[config.mk]
export PLATFORM = sky130hd
export DESIGN_NAME = rr_resource_arbiter
export DESIGN_NICKNAME = d
export VERILOG_FILES = /design/src/rtl/rr_resource_arbiter.sv
export SDC_FILE = /design/constraint.sdc
export NUM_CORES = 1
export LEC_CHECK = 0
export CORE_AREA = 2 2 39 41
export CTS_CLUSTER_DIAMETER = 40
export DETAILED_ROUTE_END_ITERATION = 10
export DIE_AREA = 0 0 41 43
export PLACE_DENSITY = 0.75
export SYNTH_ARGS = -nofsm -noshare
export SYNTH_HDL_FRONTEND = slang
export SYNTH_SLANG_ARGS = --single-unit
[constraint.sdc]
create_clock -name clk -period 4.5 [get_ports clk]
set_input_delay 0.9 -clock clk [delete_from_list [all_inputs] [get_ports clk]]
set_output_delay 0.9 -clock clk [all_outputs]
set_load 0.02 [all_outputs]
[src/rtl/rr_resource_arbiter.sv]
// rr_resource_arbiter: round-robin owner arbiter with a one-cycle turnaround gap between owners.
// Define ARB_TIMEOUT_EN to forcibly revoke grants held for TIMEOUT_CYC cycles.
module rr_resource_arbiter #(
    parameter int NUM_REQ     = 4,
    parameter int ID_W        = 2,
    parameter int TIMEOUT_CYC = 16
) (
    input  logic               clk,
    input  logic               rst_n,
    input  logic [NUM_REQ-1:0] req,
    input  logic               rel,
    output logic [NUM_REQ-1:0] gnt,
    output logic [ID_W-1:0]    gnt_id,
    output logic               busy,
    output logic               timeout_evt
);
    typedef enum logic [1:0] {IDLE, GRANT, GAP} state_t;
    localparam logic [ID_W:0] N = (ID_W + 1)'(NUM_REQ);
    state_t state, state_nx;
    logic [ID_W-1:0] ptr, owner, off, win, ptr_nx;
    logic [NUM_REQ-1:0] rot, own_oh;
    logic [ID_W:0] sum;
    logic any_req, own_req, ext, tmo;
    generate
        if (NUM_REQ < 2 || NUM_REQ > 16 || (1 << ID_W) < NUM_REQ || TIMEOUT_CYC < 2) begin : g_bad_cfg
            $error("rr_resource_arbiter: illegal parameter set");
        end
    endgenerate
    // rotate so bit 0 is the priority holder; the lowest set bit is the winner's offset
    always_comb begin
        rot = NUM_REQ'({req, req} >> ptr);
        any_req = |rot;
        off = '0;
        for (int i = NUM_REQ - 1; i >= 0; i--)
            if (rot[i]) off = ID_W'(i);
        sum = {1'b0, ptr} + {1'b0, off};
        win = (sum >= N) ? ID_W'(sum - N) : sum[ID_W-1:0];
    end
    assign own_oh  = NUM_REQ'(1) << owner;
    assign own_req = |(req & own_oh);
    assign ext     = rel | ~own_req;
    assign ptr_nx  = (owner == ID_W'(NUM_REQ - 1)) ? '0 : owner + 1'b1;
`ifdef ARB_TIMEOUT_EN
    localparam int CW = $clog2(TIMEOUT_CYC) + 1;
    logic [CW-1:0] cnt;
    logic tevt;
    // an in-cycle release wins over the terminal count
    assign tmo = ~ext & (cnt == CW'(TIMEOUT_CYC - 1));
    always_ff @(posedge clk or negedge rst_n)
        if (!rst_n) begin
            cnt  <= '0;
            tevt <= 1'b0;
        end else begin
            cnt  <= (state == GRANT) ? cnt + 1'b1 : '0;
            tevt <= (state == GRANT) & tmo;
        end
    assign timeout_evt = tevt;
`else
    assign tmo         = 1'b0;
    assign timeout_evt = 1'b0;
`endif
    always_ff @(posedge clk or negedge rst_n)
        if (!rst_n) begin
            state <= IDLE;
            ptr   <= '0;
            owner <= '0;
        end else begin
            state <= state_nx;
            if (state == IDLE && any_req) owner <= win;
            if (state == GRANT && state_nx == GAP) ptr <= ptr_nx;
        end
    always_comb
        state_nx = (state == IDLE)  ? (any_req ? GRANT : IDLE) :
                   (state == GRANT) ? ((ext | tmo) ? GAP : GRANT) : IDLE;
    always_comb begin
        busy   = (state == GRANT);
        gnt    = busy ? own_oh : '0;
        gnt_id = busy ? owner : '0;
    end
endmodule

==> results of run 1 <==
## power by group through the flow
stage	combinational (uW)	clock, uW	sequential, uW
2_1_floorplan	186	0	110
3_3_place_gp	263	0	118
3_5_place_dp	269	0	119
4_1_cts	270	49.6	119
5_1_grt	296	53.7	123
6_report	267	48.6	118
## flip-flops by register name, indices dropped and copies added, names as in the netlist
name,flops
ptr,2
state,2
owner,2
## Yosys cell counts (all sizes together), types with 2 or more instances
master | count | area (um2)
dfrtp | 6 | 150
nand2 | 3 | 11.3
a21oi | 4 | 23.8
nor2 | 7 | 26.3
and2b | 3 | 22.5
a22oi | 2 | 20.0
mux2 | 2 | 22.5
inv | 2 | 7.51
nor2b | 4 | 27.5
and2 | 6 | 37.5
o21ai | 3 | 15.0
ha | 5 | 62.6
## cells by family after synthesis
kind of cell               Yosys count  synth area share [%]
other                                1                 0.740
buffers and inverters                3                  2.96
adders and majority gates            5                  12.3
AOI/OAI and AO/OA                   14                  19.0
muxes                                2                  4.44
and+or+nand+nor                     27                  29.1
xor gates and xnor gates             1                  1.73
DFF                                  6                  29.6
## worst min path at each step
| stage | start | to | slack, ps |
|---|---|---|---|
| after floorplan | state[1]$_DFF_PN0_ | state[0]$_DFF_PN0_ | 420 |
| after global placement | state[1]$_DFF_PN0_ | state[0]$_DFF_PN0_ | 440 |
| after detailed placement | state[1]$_DFF_PN0_ | state[0]$_DFF_PN0_ | 440 |
| after CTS | state[1]$_DFF_PN0_ | state[0]$_DFF_PN0_ | 450 |
| after global routing | state[1]$_DFF_PN0_ | state[0]$_DFF_PN0_ | 460 |
| final | state[1]$_DFF_PN0_ | state[0]$_DFF_PN0_ | 450 |
## stage by stage
step / total power, uW / setup slack, ps / std cells / hold slack (ps) / cell area (um2)
after CTS: 439 / 1910 / 90 / 446 / 672
final: 433 / 1920 / 90 / 446 / 672
after global routing: 473 / 1750 / 90 / 464 / 672
after detailed placement: 388 / 1690 / 87 / 438 / 649
after floorplan: 296 / 2410 / 59 / 419 / 507
after global placement: 381 / 1710 / 87 / 438 / 649
## final cells by class
cell class	instances	area share, %
inverter	2	1.12
timing repair buffer	13	19.4
tap	16	2.98
clock buffer	3	3.35
multi-input combinational	50	50.8
sequential	6	22.3
## per-layer routing
layer | part of all wire, % | vias up
met4 | 1.4 | 0
met1 | 48 | 179
met5 | 0 | -
met3 | 3.1 | 4
li1 | - | 232
met2 | 47 | 8
## worst register-to-register path, stage by stage, from the launching register on
cell and delay (ps):
dfrtp_1 430, nand2b_1 170, a21oi_1 150, o211ai_1 100, o21a_1 120, ha_1 180
xor2_1 150, a21o_1 170, a31oi_1 160
==> run summary, run 1 <==
Status = completed
Slew Limit Fails = 0
Total number of H-tree levels = 1
Clock group share of total power = 11.2%
Die span in x = 41 um
CP Buf/Inv Count = 1
Drc violations = 0
Initial antenna violation count = 0
R2r endpoint = owner[1]$_DFFE_PN0P_
Worst hold path class = flop to flop
Final WL = 988 um
Vias in the first global route = 393
Total grt overflow = 0
ANT cells = 0
Internal power = 248 uW
CP Launch Type = flop
Met2 global-route usage = 19.1%
GPL Wtd Cong = 0.775
Crit-path cells = and2b_1 -> and2_1 -> clkdlybuf4s50_1
Fmax = 388 MHz
Setup CP Type = flop to primary output
Endpoints failing setup = 0
Pwr Density = 645 nW/um2
Most frequent cells in the layout = clkdlybuf4s50_1, nor2_1, and2_1, dfrtp_1, ha_1
Std cell rows = 14
Io pins = 15
Synthesis-to-finish area growth = 32.6%
Worst setup path endpoint = gnt_id[0]
GRT busiest layer = met2
R2R Setup Slk = 2790 ps
Max FO, Critical Path = 8
Final hold viol count = 0
Skew final = 1.87 ps
Peak VDD IR = 321 uV
Via density = 4.70
Post-route minimum period = 2580 ps
Reg power frac = 27.2%
RSZ-0062 raised after global routing = false
Post-CTS setup buffer count = 0
CTS Root Cell = clkbuf_4
Fillers = 139
Clock Pin Slew Worst Setup and Hold Paths = 40 ps
Largest net degree at the start of global routing = 9
Clk sinks = 6
Final net count = 88
Final core utilization = 48.6%
Register area share after synthesis = 29.6%
Share of flip-flops with an asynchronous set or reset = 100%
Initial core utilization = 36.6%
Sw Ratio = 42.8%
WP data required = 3600 ps
Switching Power = 185 uW
Syn Inst Count = 59
Worst path max stage delay = 600 ps
Max Root-Sink Buffers = 2
DR WL/cell = 11.0 um
Post-CTS Hold Fix Bufs = 0
All-layer global routing usage = 13.0%
CP top delay family = buffers and inverters
Initial DRC count = 9
CTS Buf Count = 3
CP endpoint kind = primary output
FF+latch area = 150 um2
Static Leak = 0.000289 uW
Worst setup startpoint = state[1]$_DFF_PN0_
Syn Area/Cell = 8.59 um2
Via Count = 423
Worst-skew pair later-pin latency = 240 ps
Met3 usage = 3.14%
Comb pwr share = 61.6%
Setup tns final = 0 ps
Reg2reg start = ptr[1]$_DFFE_PN0P_
Netlist Area Pre-Place = 507 um2
PortBufs = 13
Top_reg_cell synth = dfrtp_1
Die Span Y = 43 um
Unique masters post-synth = 28
Yosys warnings = 0
Seq cells post-synth = 6
Fin crit share = 57.3%
Die area = 1760 um2
Resize count post-CTS = 0
Multi-input combinational cell area = 342 um2
Met1 Usage GRT = 17.3%
WP depth = 3
WP data arrival = 1680 ps
HPWL Detailed = 822 um
Maxcap violations = 0
First-pass GRT wire length = 1.56 mm
R2R depth = 8
CTS tree = yes
EDFF count, synth = 0
Layout cells sized above 1 = 10.8%
CP max-delay cell = clkdlybuf4s50_1
Core Box Area = 1380 um2
Commonest non-fill, non-tap cell in the layout = clkdlybuf4s50_1
Post-Syn Nets = 71
DRT Pass-1 Iters = 4
Hold Crit Depth = 1
Post-route ant nets = 0
Note: power is estimated with default switching activity, not from simulation.
==> run 2: changes to the inputs <==
- clock period: 4.5 -> 2.38 ns (I/O delays scaled with it)
==> run 2 against run 1 <==
Against the previous run:
- global-route usage decreased by 0.30 points
- clock power increased by 84%
- critical path depth increased by 1
- worst setup slack got worse by 1700 ps
- non-clock buffer count increased by 2
- combinational power increased by 90%
- largest cell class unchanged
- die area unchanged
- utilization increased by 1.1 points
- flip-flop and latch count unchanged
- sequential power increased by 90%
- via count increased by 7.1%
==> run summary, run 2 (synthesis results as in run 1) <==
Final core utilization = 49.6% (+1.1 points)
PortBufs = 13 (unchanged)
GPL Wtd Cong = 0.812 (+4.8%)
Final net count = 90 (+2.3%)
Static Leak = 0.000298 uW (+3.3%)
Largest net degree at the start of global routing = 9 (unchanged)
Commonest non-fill, non-tap cell in the layout = clkdlybuf4s50_1
CTS Root Cell = clkbuf_4
Skew final = 2.01 ps (+0.140 ps)
Hold WS = 453 ps (+7.08 ps)
Slew Limit Fails = 0 (unchanged)
Layout cells sized above 1 = 13.2% (+2.3 points)
Fillers = 135 (-2.9%)
Die Span Y = 43 um (unchanged)
Clock group share of total power = 10.9% (-0.3 points)
Die span in x = 41 um (unchanged)
Switching Power = 349 uW (+88%)
CTS tree = yes
WP data arrival = 1680 ps (about the same)
Hold path start = state[1]$_DFF_PN0_
Synthesis-to-finish area growth = 35.6%
Drc violations = 0 (unchanged)
Endpoints failing setup = 0 (unchanged)
Total number of H-tree levels = 1 (unchanged)
Initial core utilization = 36.6% (unchanged)
WP data required = 1900 ps (-1700 ps)
Clk sinks = 6 (unchanged)
Reg2reg start = ptr[1]$_DFFE_PN0P_
Total grt overflow = 0 (unchanged)
Post-route ant nets = 0 (unchanged)
CP max-delay cell = clkdlybuf4s50_1
Met2 WL = 491 um (+4.7%)
Core Box Area = 1380 um2 (unchanged)
Clock Pin Slew Worst Setup and Hold Paths = 40 ps (about the same)
Final WL = 1.02 mm (+2.7%)
Io pins = 15 (unchanged)
Internal power = 472 uW (+90%)
Max FO, Critical Path = 5 (-3)
First-pass GRT wire length = 1.51 mm (-3.1%)
CTS Buf Count = 3 (unchanged)
Worst-skew pair later-pin latency = 240 ps (about the same)
Hold Crit Depth = 1 (unchanged)
Crit-path cells = inv_1 -> ha_1 -> and2_1 -> clkdlybuf4s50_1
Worst hold path class = flop to flop
Highest Signal Layer = met3
Hold EP = state[0]$_DFF_PN0_
HPWL Detailed = 818 um (-0.47%)
Post-route setup slack = 222 ps (-1700 ps)
Setup tns final = 0 ps (unchanged)
Post-CTS Hold Fix Bufs = 0 (unchanged)
All-layer global routing usage = 12.7% (-0.30 points)
Final hold viol count = 0 (unchanged)
Maxcap violations = 0 (unchanged)
Sw Ratio = 42.5% (-0.26 points)
RSZ-0062 raised after global routing = false
Status = completed
Via density = 4.92 (+4.8%)
Die area = 1760 um2 (unchanged)
Post-CTS setup buffer count = 0 (unchanged)
DRT Pass-1 Iters = 4 (unchanged)
DR WL/cell = 11.0 um (+0.50%)
ANT cells = 0 (unchanged)
Comb pwr share = 61.8% (+0.2 points)
CP top delay family = buffers and inverters
CP Launch Type = flop
Initial antenna violation count = 0 (unchanged)
CP endpoint kind = primary output
CP Buf/Inv Count = 2 (+1)
Peak VDD IR = 571 uV (+78%)
Largest regs = owner x2, ptr x2, state x2
M1 WL = 493 um (+4.4%)
R2R Setup Slk = 660 ps (-2130 ps)
Via Count = 453 (+7.1%)
Fmax = 463 MHz
Setup Slack @ Placement = 58.5 ps (-1630 ps)
Fin crit share = 90.7%
Worst path max stage delay = 590 ps (about the same)
Pwr Density = 1190 nW/um2 (+85%)
R2r endpoint = owner[1]$_DFFE_PN0P_
Resize count post-CTS = 0 (unchanged)
Initial DRC count = 2 (-7)
Std cell rows = 14 (unchanged)
R2R depth = 8 (unchanged)
Post-route minimum period = 2160 ps
Vias in the first global route = 364 (-7.4%)
Most frequent cells in the layout = clkdlybuf4s50_1, nor2_1, and2_1, dfrtp_1, ha_1
Reg power frac = 27.3% (about the same)
Max Root-Sink Buffers = 2 (unchanged)
Setup CP Type = flop to primary output
Metal3 WL = 30 um (-3.2%)
run 2: power groups by stage:
stage | Sequential [uW] | Clock [uW] | Combinational, uW
finish | 224 | 89.3 | 507
global route | 234 | 101 | 551
CTS | 224 | 95.8 | 511
detailed placement | 226 | 0 | 510
global placement | 223 | 0 | 497
floorplan | 207 | 0 | 352
run 2: cell type report:
class	instances	area, um2	area share (%)
multi-input cells	50	342	49.7
flip-flops and latches	6	150	21.9
repair buffers	15	145	21.1
clock buffers	3	22.5	3.28
well taps	16	20.0	2.91
inverters	2	7.51	1.09
run 2: through the flow:
step | area, um2 | total power (uW) | cells
3_5_place_dp | 664 | 736 | 89
4_1_cts | 687 | 831 | 92
3_3_place_gp | 664 | 720 | 89
5_1_grt | 687 | 886 | 92
6_report | 687 | 821 | 92
2_1_floorplan | 507 | 559 | 59
run 2: worst max path at each step:
stage                    startpoint                   end  cells after the start
2_1_floorplan                req[2]  owner[1]$_DFFE_PN0P_                      8
3_3_place_gp                 req[2]  owner[1]$_DFFE_PN0P_                      9
3_5_place_dp                 req[2]  owner[1]$_DFFE_PN0P_                      9
4_1_cts        owner[0]$_DFFE_PN0P_                gnt[2]                      4
5_1_grt          state[1]$_DFF_PN0_                gnt[0]                      3
6_report       owner[0]$_DFFE_PN0P_                gnt[2]                      4
run 2: layer usage:
metal  track usage (%)  vias to the layer above
li1                  -                      240
met4              6.00                        0
met1              16.9                      206
met3              3.14                        0
met5                 0                        -
met2              18.4                        7
